$ cat config.mk
export PLATFORM = sky130hd
export DESIGN_NAME = care_action_receiver_flat
export DESIGN_NICKNAME = d
export VERILOG_FILES = /design/src/rtl/care_action_if.sv /design/src/rtl/care_action_receiver.sv /design/src/flat_wrapper.sv
export SDC_FILE = /design/constraint.sdc
export NUM_CORES = 1
export LEC_CHECK = 0
export ABC_AREA = 1
export CAP_MARGIN = 20
export CORE_MARGIN = 2
export CORE_UTILIZATION = 25
export CTS_BUF_LIST = sky130_fd_sc_hd__clkbuf_4 sky130_fd_sc_hd__clkbuf_8
export CTS_CLUSTER_SIZE = 30
export DETAILED_ROUTE_END_ITERATION = 6
export PLACE_DENSITY = 0.43
export SLEW_MARGIN = 20
export SYNTH_ARGS = -nofsm -noshare
export SYNTH_HDL_FRONTEND = slang
export SYNTH_SLANG_ARGS = --single-unit
$ cat constraint.sdc
create_clock -name clk -period 4.2 [get_ports clk]
set_input_delay 1.26 -clock clk [delete_from_list [all_inputs] [get_ports clk]]
set_output_delay 1.26 -clock clk [all_outputs]
set_load 0.05 [all_outputs]
$ cat src/rtl/care_action_if.sv
// ----------------------------------------------------------------------------
// care_action_if
// Valid/ready channel that carries one caretaker action token from the
// receiver to the plant state logic.
//   act_valid : token available (producer -> consumer)
//   act_id    : action id, meaningful only while act_valid=1
//   act_ready : consumer accepts the token (consumer -> producer)
// ----------------------------------------------------------------------------
interface care_action_if;
  logic       act_valid;
  logic [1:0] act_id;
  logic       act_ready;

  modport master (
    output act_valid,
    output act_id,
    input  act_ready
  );

  modport slave (
    input  act_valid,
    input  act_id,
    output act_ready
  );
endinterface : care_action_if

$ cat src/rtl/care_action_receiver.sv
// ----------------------------------------------------------------------------
// care_action_receiver
// Captures caretaker button presses and delivers them to the plant as
// action tokens. The block synchronises and debounces four raw buttons and
// turns each press into at most one pending token. It offers tokens
// lowest-id-first over a valid/ready channel and enforces a cooldown after
// every delivered token. It also counts presses that had to be discarded.
//
// Ports:
//   clk           : single clock, all state updates on the rising edge
//   rst           : synchronous reset, active-high
//   btn_i[3:0]    : raw asynchronous buttons, index = action id
//                   (0 = poke/wake, 1 = feed, 2 = water, 3 = light)
//   asleep_i      : plant sleep state, synchronous to clk
//   act           : token channel (master side)
//   dropped_o     : one-cycle pulse, at least one press was discarded
//   drop_count_o  : saturating count of discarded presses
//   busy_o        : cooldown active
// ----------------------------------------------------------------------------
module care_action_receiver #(
  parameter int unsigned DB_CYCLES = 8,   // 1..255
  parameter int unsigned COOLDOWN  = 16   // 0..255
) (
  input  logic                clk,
  input  logic                rst,
  input  logic [3:0]          btn_i,
  input  logic                asleep_i,
  care_action_if.master       act,
  output logic                dropped_o,
  output logic [7:0]          drop_count_o,
  output logic                busy_o
);

  typedef enum logic {
    ST_IDLE,   // no token offered
    ST_OFFER   // token offered, id locked until transfer
  } state_e;

  localparam logic [7:0] DB_LAST = 8'(DB_CYCLES - 1);
  localparam logic [7:0] CD_LOAD = 8'(COOLDOWN);

  // Synchroniser, debounce and capture state
  logic [3:0] sync1_q, sync1_d;
  logic [3:0] sync2_q, sync2_d;
  logic [3:0] stable_q, stable_d;
  logic [7:0] cnt_q [4];
  logic [7:0] cnt_d [4];
  logic [3:0] pending_q, pending_d;

  // Handshake, cooldown and drop bookkeeping
  state_e     state_q, state_d;
  logic [1:0] act_id_q, act_id_d;
  logic [7:0] cd_q, cd_d;
  logic       dropped_q, dropped_d;
  logic [7:0] drop_count_q, drop_count_d;

  // Intermediate combinational terms
  logic       xfer;
  logic [3:0] clr;
  logic [3:0] rise;
  logic [3:0] set;
  logic [2:0] n_drop;
  logic [8:0] drop_sum;

  // Lowest set index of a non-zero pending vector.
  function automatic logic [1:0] lowest_set(input logic [3:0] v);
    logic [1:0] idx;
    idx = 2'd0;
    for (int i = 3; i >= 0; i--) begin
      if (v[i]) idx = 2'(i);
    end
    return idx;
  endfunction

  // --------------------------------------------------------------------------
  // Next-state logic
  // --------------------------------------------------------------------------
  always_comb begin
    // NOTE: every variable gets a default before any branch, so no path leaves
    // a value unassigned and no latch is inferred. Combinational blocks use
    // blocking '=' so later lines see the values computed above them.
    sync1_d      = btn_i;
    sync2_d      = sync1_q;
    stable_d     = stable_q;
    cnt_d        = cnt_q;
    pending_d    = pending_q;
    state_d      = state_q;
    act_id_d     = act_id_q;
    cd_d         = (cd_q != 8'd0) ? cd_q - 8'd1 : cd_q;
    dropped_d    = 1'b0;
    drop_count_d = drop_count_q;
    set          = 4'b0000;
    n_drop       = 3'd0;

    // A transfer happens on this edge if a token is offered and accepted.
    xfer = (state_q == ST_OFFER) && act.act_ready;
    clr  = xfer ? (4'b0001 << act_id_q) : 4'b0000;

    // Debounce: the stable value flips only after the synchronised input has
    // disagreed with it for DB_CYCLES consecutive edges.
    for (int i = 0; i < 4; i++) begin
      if (sync2_q[i] != stable_q[i]) begin
        if (cnt_q[i] == DB_LAST) begin
          stable_d[i] = sync2_q[i];
          cnt_d[i]    = 8'd0;
        end else begin
          cnt_d[i] = cnt_q[i] + 8'd1;
        end
      end else begin
        cnt_d[i] = 8'd0;
      end
    end

    // A press is a 0->1 flip of the debounced state on this edge.
    rise = stable_d & ~stable_q;

    // Capture: sleep blocks everything but poke/wake. A press for an id that
    // is still pending is refused unless that token leaves on this very edge.
    for (int i = 0; i < 4; i++) begin
      if (rise[i]) begin
        if (asleep_i && (i != 0)) begin
          n_drop = n_drop + 3'd1;
        end else if (pending_q[i] && !clr[i]) begin
          n_drop = n_drop + 3'd1;
        end else begin
          set[i] = 1'b1;
        end
      end
    end

    // Set beats clear when both hit the same bit.
    pending_d = (pending_q & ~clr) | set;

    // Discard bookkeeping: one pulse per edge, count every discarded press.
    dropped_d    = (n_drop != 3'd0);
    drop_sum     = {1'b0, drop_count_q} + {6'd0, n_drop};
    drop_count_d = drop_sum[8] ? 8'hFF : drop_sum[7:0];

    // Offer/handshake controller
    case (state_q)
      ST_IDLE: begin
        if ((cd_q == 8'd0) && (pending_q != 4'b0000)) begin
          state_d  = ST_OFFER;
          act_id_d = lowest_set(pending_q);
        end
      end
      ST_OFFER: begin
        // act_id_q holds its value here, so the offered id cannot change.
        if (xfer) begin
          state_d = ST_IDLE;
          cd_d    = CD_LOAD;
        end
      end
      default: begin
        state_d = ST_IDLE;
      end
    endcase
  end

  // --------------------------------------------------------------------------
  // State registers
  // --------------------------------------------------------------------------
  always_ff @(posedge clk) begin
    // NOTE: sequential state uses non-blocking '<=' so every register samples
    // the pre-edge values and the update order inside the block is irrelevant.
    if (rst) begin
      sync1_q      <= 4'b0000;
      sync2_q      <= 4'b0000;
      stable_q     <= 4'b0000;
      pending_q    <= 4'b0000;
      state_q      <= ST_IDLE;
      act_id_q     <= 2'd0;
      cd_q         <= 8'd0;
      dropped_q    <= 1'b0;
      drop_count_q <= 8'd0;
      // NOTE: the debounce counters form a small register array, not a RAM.
      // They are cleared on reset so no stale count can flip a button early.
      for (int i = 0; i < 4; i++) begin
        cnt_q[i] <= 8'd0;
      end
    end else begin
      sync1_q      <= sync1_d;
      sync2_q      <= sync2_d;
      stable_q     <= stable_d;
      pending_q    <= pending_d;
      state_q      <= state_d;
      act_id_q     <= act_id_d;
      cd_q         <= cd_d;
      dropped_q    <= dropped_d;
      drop_count_q <= drop_count_d;
      for (int i = 0; i < 4; i++) begin
        cnt_q[i] <= cnt_d[i];
      end
    end
  end

  // --------------------------------------------------------------------------
  // Outputs
  // --------------------------------------------------------------------------
  assign act.act_valid = (state_q == ST_OFFER);
  assign act.act_id    = act_id_q;
  assign dropped_o     = dropped_q;
  assign drop_count_o  = drop_count_q;
  assign busy_o        = (cd_q != 8'd0);

endmodule : care_action_receiver

$ cat src/flat_wrapper.sv
// flat-port wrapper written by rule: the top's interface ports become plain ports
module care_action_receiver_flat 
#(
  parameter int unsigned DB_CYCLES = 8,            
  parameter int unsigned COOLDOWN  = 16            
)
  (clk, rst, btn_i, asleep_i, dropped_o, drop_count_o, busy_o, act_act_valid, act_act_id, act_act_ready);
  care_action_if act_i ();
  input  logic clk;
  input  logic rst;
  input  logic [3:0] btn_i;
  input  logic asleep_i;
  output logic dropped_o;
  output logic [7:0] drop_count_o;
  output logic busy_o;
  output wire logic [$bits(act_i.act_valid)-1:0] act_act_valid;
  output wire logic [$bits(act_i.act_id)-1:0] act_act_id;
  input wire logic [$bits(act_i.act_ready)-1:0] act_act_ready;
  assign act_act_valid = act_i.act_valid;
  assign act_act_id = act_i.act_id;
  assign act_i.act_ready = act_act_ready;
  care_action_receiver #(.DB_CYCLES(DB_CYCLES), .COOLDOWN(COOLDOWN)) u_core (.clk(clk), .rst(rst), .btn_i(btn_i), .asleep_i(asleep_i), .act(act_i), .dropped_o(dropped_o), .drop_count_o(drop_count_o), .busy_o(busy_o));
endmodule
Word-level counts from Yosys, hierarchy flattened
Cells that the tools add are included.

Register bits: 68. Input port bits: 8.

$add $sub $neg: 9. Equality and inequality tests: 8. Shifts and indexed selects: 1. Mux-type cells: 42. Bitwise logic cells: 10. Reduce and logical (&&, ||, !) cells: 19.

Operators by type and width (number): $add 8x1->8 const B (4); $eq 8x3->1 const B (4); $mux 8 (4); $mux 3 (10); $mux 1 (22); $reduce_or 3->1 (4); $add 3x1->3 const B (3); $add 8x3->9 (1); $and 4x4->4 (2); $logic_not 8->1 (1); $mux 2 (4); $not 4->4 (2); $reduce_bool 8->1 (1); $sub 8x1->8 const B (1); $logic_and 1x1->1 (6); $not 1->1 (5); $logic_not 1->1 (4); $mux 4 (1); $ne 1x1->1 (4); $or 4x4->4 (1); $reduce_bool 4->1 (1); $shl 1x2->4 const A (1); $reduce_bool 3->1 (1); $pmux 1 s2 (1); $reduce_and 2->1 (1).

Longest topological paths before layout
Gate-level depths: netlist of run 1.

Depth in word-level cells: 20. Mapped depth: 26.

Worst setup path before layout of run 1
Ideal clock, no wire load.

Kind: input-to-reg. From: input port act_act_ready. To: register u_core.drop_count_q[7], in the netlist u_core.drop_count_o[7]. Setup time: 74 ps. Arrival: 4085 ps. Slack: 41 ps. Cell stages on the path: 22. Buffers on the path: 0. Path through: nand2_1 > inv_2 > a21oi_1 > inv_1 > nor2_4 > nand2_4 > nand2_4 > inv_1 > ha_1 > nand2_1 > o21ai_0 > ha_1 > nand2_1 > nand2_1 > inv_1 > fa_1 > or2_1 > nand2_1 > nand3_1 > nor3_2 > inv_2 > a31oi_1.

Word-level cells in the longest chain between the ends: 20. Elaborated cells between the ends (all ways): 26. Those cells by class: 4 x add/sub; 13 x mux; 9 x reduce/logical.

RTL lines: start: declaration (RTL line flat_wrapper.sv:18) `input wire logic [$bits(act_i.act_ready)-1:0] act_act_ready;`; $logic_and 1x1->1 (*) (RTL line care_action_receiver.sv:96) `xfer = (state_q == ST_OFFER) && act.act_ready;`; $mux 4 (*) (RTL line care_action_receiver.sv:97) `clr = xfer ? (4'b0001 << act_id_q) : 4'b0000;`; $logic_not 1->1 (RTL line care_action_receiver.sv:123) `end else if (pending_q[i] && !clr[i]) begin`; $logic_and 1x1->1 (RTL line care_action_receiver.sv:123); $mux 1 (RTL line care_action_receiver.sv:123); $mux 3 (RTL line care_action_receiver.sv:120) `if (rise[i]) begin`; $add 3x1->3 (RTL line care_action_receiver.sv:122, care_action_receiver.sv:124); $mux 3 (RTL line care_action_receiver.sv:123); [... 4 more ...]; $mux 3 (RTL line care_action_receiver.sv:121) `if (asleep_i && (i != 0)) begin`; $mux 3 (RTL line care_action_receiver.sv:120); $add 3x1->3 (RTL line care_action_receiver.sv:122, care_action_receiver.sv:124); $mux 3 (RTL line care_action_receiver.sv:123); $mux 3 (RTL line care_action_receiver.sv:121); $mux 3 (*) (RTL line care_action_receiver.sv:120); $add 8x3->9 (*) (RTL line care_action_receiver.sv:136) `drop_sum = {1'b0, drop_count_q} + {6'd0, n_drop};`; $mux 8 (*) (RTL line care_action_receiver.sv:137) `drop_count_d = drop_sum[8] ? 8'hFF : drop_sum[7:0];`; end signal: assignment (RTL line care_action_receiver.sv:190) `drop_count_q <= drop_count_d;`; end: declaration (RTL line care_action_receiver.sv:55) `logic [7:0] drop_count_q, drop_count_d;`.

Mark *: on every way between the ends. The rest lies on a longest branch, timed or not. A chain may end at the register's enable or synchronous reset.

Worst setup path in the final report of run 1
From: input port act_act_ready. To: register u_core.drop_count_q[5], in the netlist u_core.drop_count_o[5].

The elaborated chain is that of the path after synthesis.

==> run summary, run 1 <==
The run finished with clean final reports. The path type of the worst min-delay path is flip-flop to flip-flop. The floorplan core area was 0.01277 mm^2; the number of cells on the worst reg-to-reg path was 26. The share of the synthesized area in compound gates (AO/OA/AOI/OAI) works out to 10.12%. The critical path is of the input pin to flip-flop type. Across all register-to-register paths, the minimum setup slack is 0.85 ns. The share of synthesized area in the top cell type comes to 41.23%. Detailed placement finished with a half-perimeter wire length of 4688 um. The most critical setup path has its startpoint at act_act_ready. The repair_antennas step left the layout with diodes totalling 0. The power density over the cells was 353.7 mW/mm^2; the final cell count without fillers was 663.

For this run, design rule violations remaining after detail routing come to 0. The final net count is 505, and the per-instance average area after synthesis is 7.556 um^2. The worst path meets setup with 0.1351 ns of slack. The width of the die came out at 118.9 um. VDD sags by at most 0.1440 mV.

The die covers 0.01414 mm^2. Counting along the longest clock path gives a buffer depth of 2. TritonCTS built the clock tree. The pre-CTS setup slack came out at -0.4835 ns. The post-route minimum period was 4.065 ns; the share of cells above drive strength 1 was 20.57%. For the max-slew headroom at the worst pin, the log shows 55.07%. After routing the design area is 0.004153 mm^2. The cell area that synthesis handed to floorplanning was 0.003302 mm^2. The number of global-route vias before repair was 2,593; the number of antenna-violating nets in the routed design was 0. The tool flagged a number of max-cap violations equal to 0.

The hold violation total from the final report is 0. After synthesis, the share of cell area in mux cells is 0%. The number of different library cells used by synthesis comes to 41. The logs give 9 for the total CTS buffers and 4.50 ns for the worst endpoint required time.

The cell chosen for the clock root was sky130_fd_sc_hd__clkbuf_8. Before antenna repair, the detailed router went through 4 iterations. The commonest non-fill, non-tap cell in the layout was sky130_fd_sc_hd__inv_1. The tools report the endpoint class of the critical path as a flip-flop. The element type at the critical path start was an input pin.

Setup violations remaining at the end of the flow were counted as 0. Worst-path maximum fanout: 3. Max-slew violation count: 0.

Sorting the synthesized cells by area gives the leading types as sky130_fd_sc_hd__dfxtp_1 (41%), sky130_fd_sc_hd__inv_1 (8.6%), sky130_fd_sc_hd__nor2_1 (7.8%), sky130_fd_sc_hd__nand2_1 (6.1%), sky130_fd_sc_hd__a21oi_1 (4.9%). The overall die height was 118.9 um; the final weighted congestion in routability-driven placement was 0.7702. CTS saw 68 sinks. Reg-to-reg critical path endpoint: u_core.drop_count_o[5]. The later pin in the worst-skew pair is clocked with a latency of 0.35 ns.

After floorplanning, the core was divided into 41 placement rows. Clock skew: 0.008859 ns. The transition time at the pin with the least slew margin was 0.6711 ns.

The number of input and output port buffers inserted came out at 20. The share of the Yosys chip area taken by registers is 41.23%. The data arrival at the endpoint of the critical path came out at 4.36 ns.

The remaining global-route overflow is 0. The most critical setup path has its endpoint at u_core.drop_count_o[5]. After synthesis, the largest family of logic cells by area is simple AND/OR/NAND/NOR gates. The tools report the wire length after detailed routing as 6376 um. In the layout the commonest cells are sky130_fd_sc_hd__inv_1 (70), sky130_fd_sc_hd__nor2_1 (68), sky130_fd_sc_hd__dfxtp_1 (68), sky130_fd_sc_hd__nand2_1 (48), sky130_fd_sc_hd__a21oi_1 (28). The number of vias after detailed routing was 2,709; the post-synthesis xor/xnor area fraction was 2.653%. The run gives 0 as the number of antenna violations at the first check in global routing. The analysis attributes to cell leakage a power of 1.657 nW.

In the finished design, the share of the clock period the worst path needs comes to 96.78%. The total of flip-flops plus latches after synthesis is 68. The Yosys step of the flow raised 0 warnings. The first global-routing pass estimated 11,160 um of wire.

DRC violation total after the first TritonRoute iteration: 73. The instance area at placement was 0.003841 mm^2. The synthesized-area fraction occupied by adder cells is 4.396%, and the maximum number of pins on one net before global-route repair is 14. Global routing used 9.605% of the available tracks across all layers.

The post-synthesis net count was 456. The synthesis-to-finish area growth is 25.77%. Synthesis handed over a netlist of 437 instances. The share of synthesized cell area in and, or, nand and nor gates works out to 31.94%. Top achievable clock speed: 246.0 MHz.

The per-cell via count in the routed design was 4.086; the clock input transition at the sequential cells of the worst setup and hold paths was 0.07 ns. The detailed-route wire length per cell is 9.617 um. Pin placement for this block handled 21 I/O pins. In this run the critical register-to-register path is launched from u_core.cnt_q[24].

The largest total area in the synthesized netlist belongs to sky130_fd_sc_hd__dfxtp_1. Cell total after placement: 644. The initial utilization of the core area, before any placement, comes to 25.85%.

Hold repair after CTS inserted 0 buffers. The H-tree was split into 3 levels.
==> per-stage QoR <==
stage / TNS (ns) / hold WS, ns / utilization [%] / total power, mW
2_1_floorplan: 0 / 0.3883 / - / 0.9075
3_3_place_gp: -3.308 / 0.3926 / 30.07 / 0.9692
3_5_place_dp: -3.478 / 0.3920 / 30.07 / 0.9730
4_1_cts: 0 / 0.4011 / 31.94 / 1.503
5_1_grt: -0.1660 / 0.4405 / 32.51 / 1.561
6_report: 0 / 0.4031 / 32.51 / 1.469
==> cells in the mapped netlist, drive strengths merged <==
cell type and number:
nand2 63, inv 82, dfxtp 68, o31ai 1, clkbuf 3, o21ai 16, nand3 25, nor4 2
a211oi 4, a21boi 1, nand3b 1, o21a 2, a21oi 32, xor2 8, fa 1, nor3 14
nand4 7, or2 4, a21o 1, and2 1, o211ai 1, or3 1, nor3b 5, ha 10
and3 1, a31oi 3, xnor2 2, nor2 78
==> routing by layer <==
layer,wire [um],vias to the layer above,share of wire [%],track usage [%]
li1,-,1488,-,-
met4,122,0,1.9,4.167
met5,0,-,0,0
met2,2827,23,44,14.98
met1,3209,1188,50,12.17
met3,217,10,3.4,3.017
==> kinds of logic (layout without fill, tap and decap cells) <==
| family | count (synthesis) | count (layout) |
|---|---|---|
| buffers and inverters | 85 | 139 |
| AOI/OAI and AO/OA | 61 | 61 |
| xor gates and xnor gates | 10 | 10 |
| adders and majority gates | 11 | 11 |
| and+or+nand+nor | 202 | 202 |
| DFF | 68 | 68 |
==> sequential cells by signal, summed over array words and instances (netlist names) <==
name                  count
u_core.act.act_valid      1
u_core.cnt_q             32
u_core.sync2_q            4
u_core.pending_q          4
u_core.act.act_id         2
u_core.dropped_o          1
u_core.stable_q           4
u_core.cd_q               8
u_core.drop_count_o       8
u_core.sync1_q            4
==> where the power goes <==
| part | internal [mW] | switching [mW] | total [mW] | leakage, nW |
|---|---|---|---|---|
| clock | 0.268 | 0.244 | 0.513 | 0.0951 |
| combinational | 0.0897 | 0.162 | 0.251 | 1.01 |
| sequential | 0.683 | 0.0215 | 0.705 | 0.551 |
==> how the worst min path moves through the flow <==
stage / endpoint / cells after the start / slack [ns] / startpoint
finish: u_core.sync2_q[3] / 2 / 0.40 / u_core.sync1_q[3]
global route: u_core.sync2_q[0] / 2 / 0.44 / u_core.sync1_q[0]
CTS: u_core.sync2_q[3] / 2 / 0.40 / u_core.sync1_q[3]
detailed placement: u_core.sync2_q[3] / 2 / 0.39 / u_core.sync1_q[3]
global placement: u_core.sync2_q[3] / 2 / 0.39 / u_core.sync1_q[3]
floorplan: u_core.sync2_q[0] / 2 / 0.39 / u_core.sync1_q[0]
==> critical path: stages <==
cell and delay [ns]:
sky130_fd_sc_hd__clkdlybuf4s50_1 0.47, sky130_fd_sc_hd__nand2_2 0.07, sky130_fd_sc_hd__inv_4 0.08, sky130_fd_sc_hd__nand2_2 0.07, sky130_fd_sc_hd__nand2_2 0.07, sky130_fd_sc_hd__nand2_1 0.06
sky130_fd_sc_hd__nand3_2 0.07, sky130_fd_sc_hd__nand2_2 0.07, sky130_fd_sc_hd__nand2_4 0.07, sky130_fd_sc_hd__inv_2 0.04, sky130_fd_sc_hd__ha_4 0.25, sky130_fd_sc_hd__nand2_1 0.04
sky130_fd_sc_hd__o21ai_1 0.08, sky130_fd_sc_hd__ha_2 0.19, sky130_fd_sc_hd__inv_1 0.04, sky130_fd_sc_hd__nor2_1 0.09, sky130_fd_sc_hd__nand2_1 0.06, sky130_fd_sc_hd__nand2_1 0.09
sky130_fd_sc_hd__inv_2 0.05, sky130_fd_sc_hd__ha_4 0.26, sky130_fd_sc_hd__inv_2 0.04, sky130_fd_sc_hd__or2_1 0.23, sky130_fd_sc_hd__nand2_2 0.08, sky130_fd_sc_hd__nand3_2 0.09
sky130_fd_sc_hd__nor3_4 0.17, sky130_fd_sc_hd__buf_6 0.13, sky130_fd_sc_hd__o21ai_1 0.06, sky130_fd_sc_hd__inv_1 0.06
==> what timing repair did <==
| item | 4_1_cts | 5_1_grt |
|---|---|---|
| gates resized for setup | 9 | 22 |
| buffers inserted | 2 | 1 |
| pin swaps | 6 | 14 |
| endpoints found under the setup margin | 8 | 8 |
==> cell type report <==
cell class | instances | area, um^2
fillers | 1334 | 8621
multi-input cells | 284 | 1712
flip-flops and latches | 68 | 1361
repair buffers | 41 | 361.6
inverters | 82 | 310.3
well taps | 172 | 215.2
clock buffers | 13 | 172.7
clock inverters | 3 | 20.02
No activity file was read; power rests on OpenSTA's default activity.
==> run 2: changes to the inputs <==
--- a/config.mk
+++ b/config.mk
@@ -10,9 +10,10 @@
 export CORE_MARGIN = 2
 export CORE_UTILIZATION = 25
 export CTS_BUF_LIST = sky130_fd_sc_hd__clkbuf_4 sky130_fd_sc_hd__clkbuf_8
-export CTS_CLUSTER_SIZE = 30
+export CTS_CLUSTER_SIZE = 8
 export DETAILED_ROUTE_END_ITERATION = 6
-export PLACE_DENSITY = 0.43
+export DONT_BUFFER_PORTS = 1
+export PLACE_DENSITY = 0.41
 export SLEW_MARGIN = 20
 export SYNTH_ARGS = -nofsm -noshare
 export SYNTH_HDL_FRONTEND = slang
==> run summary, run 2 (synthesis results as in run 1) <==
The run finished with clean final reports. The tools report the final net count as 479. In the final routed layout, each cell accounts on average for 9.773 um. The floorplan step defined a core boundary enclosing 0.01277 mm^2.

Leaving out fill and tap cells, the most frequent cell in the layout is sky130_fd_sc_hd__inv_1. The repair_antennas step left the layout with diodes totalling 0. The worst setup path is of the input pin to flip-flop kind. In the routed design, unresolved DRC markers number 0.

The run gives 0 as the number of antenna violations at the first check in global routing. The worst setup path is captured at a flip-flop. The first global-routing pass estimated 11,020 um of wire. Across all layers, the routed design uses 2,586 vias.

For this design the static power due to leakage is 1.577 nW. The area of the multi-input gates is 0.001644 mm^2. CTS built an H-tree with a depth of 3.

The cell seen most often among critical-path stages is sky130_fd_sc_hd__inv_1. Based on the critical path, the design can be clocked at up to 254.8 MHz. The path type of the worst min-delay path is flip-flop to flip-flop.

The hold violation total from the final report was 0; the max-slew violation count was 0. The tools report the clock skew as 0.006759 ns. The effective utilization at floorplan is 25.85%. The cell family with the largest share of critical-path delay was simple AND/OR/NAND/NOR gates. Routability-driven placement finished with a final weighted congestion of 0.7361. Counting both buffers and inverters, the worst setup path holds a total of 6. For this run, the total global-route usage over all layers was measured as 9.499%. For the finished layout, the period the worst path requires is 3.925 ns. In this run the worst path has a maximum fanout of 3. TritonCTS built the clock tree. Synthesis-to-finish area growth: 16.14%.

The clock input transition at the sequential cells of the worst setup and hold paths was 0.07 ns; the data arrival at the endpoint of the critical path was 4.22 ns. VDD sags by at most 0.1456 mV. Worst-path cell with the longest stage delay: sky130_fd_sc_hd__fa_1. Final cell count without fillers: 635. For this block, the routed nets add up to 6206 um of wire. The tree is rooted in a sky130_fd_sc_hd__clkbuf_8.

In the layout the commonest cells are sky130_fd_sc_hd__inv_1 (76), sky130_fd_sc_hd__nor2_1 (68), sky130_fd_sc_hd__dfxtp_1 (68), sky130_fd_sc_hd__nand2_1 (52), sky130_fd_sc_hd__a21oi_1 (31). In this run the core area contains 41 standard-cell rows. The per-cell via count in the routed design came out at 4.072.

At the later pin of the worst-skew pair, clock insertion delay measures 0.34 ns. Port buffering added 0 buffers. The tool flagged a number of max-cap violations equal to 0. The share of cells above drive strength 1 works out to 15.98%. For the number of sinks on the clock net, the log shows 68. The die is 118.9 um tall. The die is 118.9 um wide. The count of pins on the block boundary was 21; the number of flip-flops in the largest register was 32.

The run gives 4.49 ns as the worst endpoint required time. Dividing total power by cell area gives a power density of 384.1 mW/mm^2. The run gives 2,525 as the number of global-route vias before repair. For the total power after layout, the log shows 1.473 mW.

TritonCTS created 9 clock buffers. In the finished design, the share of the clock period the worst path needs comes to 93.46%. The max-slew headroom at the worst pin is 54.22%.

After legalization and detailed placement, the total HPWL measured 4641 um. The run gives 0.001361 mm^2 as the footprint of the flip-flops and latches. Once the clock tree was built, the setup fixing pass inserted 0 buffers. In this run the remaining antenna-violating nets after routing total 0. Adding up every negative setup slack in the final design gives 0 ns. The final number of setup-violating endpoints is 0. Summed over all layers, the global routing overflow is 0. The tools report the DRC violation total after the first TritonRoute iteration as 89. The area enclosed by the die boundary came out at 0.01414 mm^2. Entering global routing, the biggest net connects 32 pins. For the pin with the worst max-slew slack, the measured transition is 0.6837 ns. The filler cells instantiated in the layout total 1,383. The signal on the critical path passes through nand2_1 > inv_2 > a21oi_2 > inv_1 > nor2_4 > nand2_4 > nand2_4 > inv_1 > ha_1 > nand2_1 > o21ai_0 > ha_1 > nand2_1 > nand2_2 > inv_1 > fa_1 > or2_1 > nand2_2 > nand3_2 > nor3_4 > buf_4 > o21ai_0 > inv_1. Stage delay of the slowest cell on the critical path: 0.40 ns. The number of placed instances, taps included, is 621. The pre-antenna-repair detailed-routing pass consisted of 4 iterations.

The element type at the critical path start was an input pin. The number of buffers on the longest clock path is 2. The register with the most flip-flops was u_core.cnt_q.
==> run 2: worst paths after layout <==
| check | start | to | slack [ns] | cells after the start |
|---|---|---|---|---|
| worst min register to register | u_core.sync1_q[3] | u_core.sync2_q[3] | 0.40 | 2 |
| worst max-delay path | act_act_ready | u_core.drop_count_o[5] | 0.27 | 23 |
| worst max register to register | u_core.cnt_q[24] | u_core.drop_count_o[5] | 0.61 | 23 |
| worst min-delay path | u_core.sync1_q[3] | u_core.sync2_q[3] | 0.40 | 2 |
==> run 2: cell type report <==
cell class / count / share of cell area, %
Timing Repair Buffer: 15 / 2.936
Multi-Input combinational cell: 284 / 42.87
Inverter: 82 / 8.026
Clock buffer: 12 / 4.144
Clock inverter: 2 / 0.9135
Tap cell: 172 / 5.612
Sequential cell: 68 / 35.50
==> run 2: layer usage <==
| layer | part of all wire [%] | global-route usage [%] |
|---|---|---|
| met1 | 50 | 11.36 |
| met2 | 45 | 15.66 |
| met3 | 3.9 | 3.305 |
| met4 | 1.6 | 3.571 |
| met5 | 0 | 0 |
==> run 2: metrics by stage <==
step	setup slack [ns]	cell area, um^2	util [%]	hold slack, ns
3_5_place_dp	-0.1099	3618	28.33	0.3936
6_report	0.2749	3835	30.02	0.3974
4_1_cts	0.2431	3812	29.85	0.4037
3_3_place_gp	-0.05665	3618	28.33	0.3916
5_1_grt	-0.03772	3835	30.02	0.4108
2_1_floorplan	0.04098	3302	-	0.3883
==> run 2: what timing repair did <==
item	in CTS	in global routing
gates resized for setup	0	6
hold buffers	0	0
endpoints found under the setup margin	0	4
==> run 2: where the power goes <==
group	total [mW]	switching [mW]	internal, mW
Combinational	0.226	0.156	0.0703
Sequential	0.705	0.0216	0.683
Clock	0.542	0.236	0.306
==> run 2: tightest hold or removal path: stages (launching register included) <==
cell                      delay, ns
sky130_fd_sc_hd__dfxtp_1       0.30
sky130_fd_sc_hd__inv_1         0.04
sky130_fd_sc_hd__nor2_1        0.03
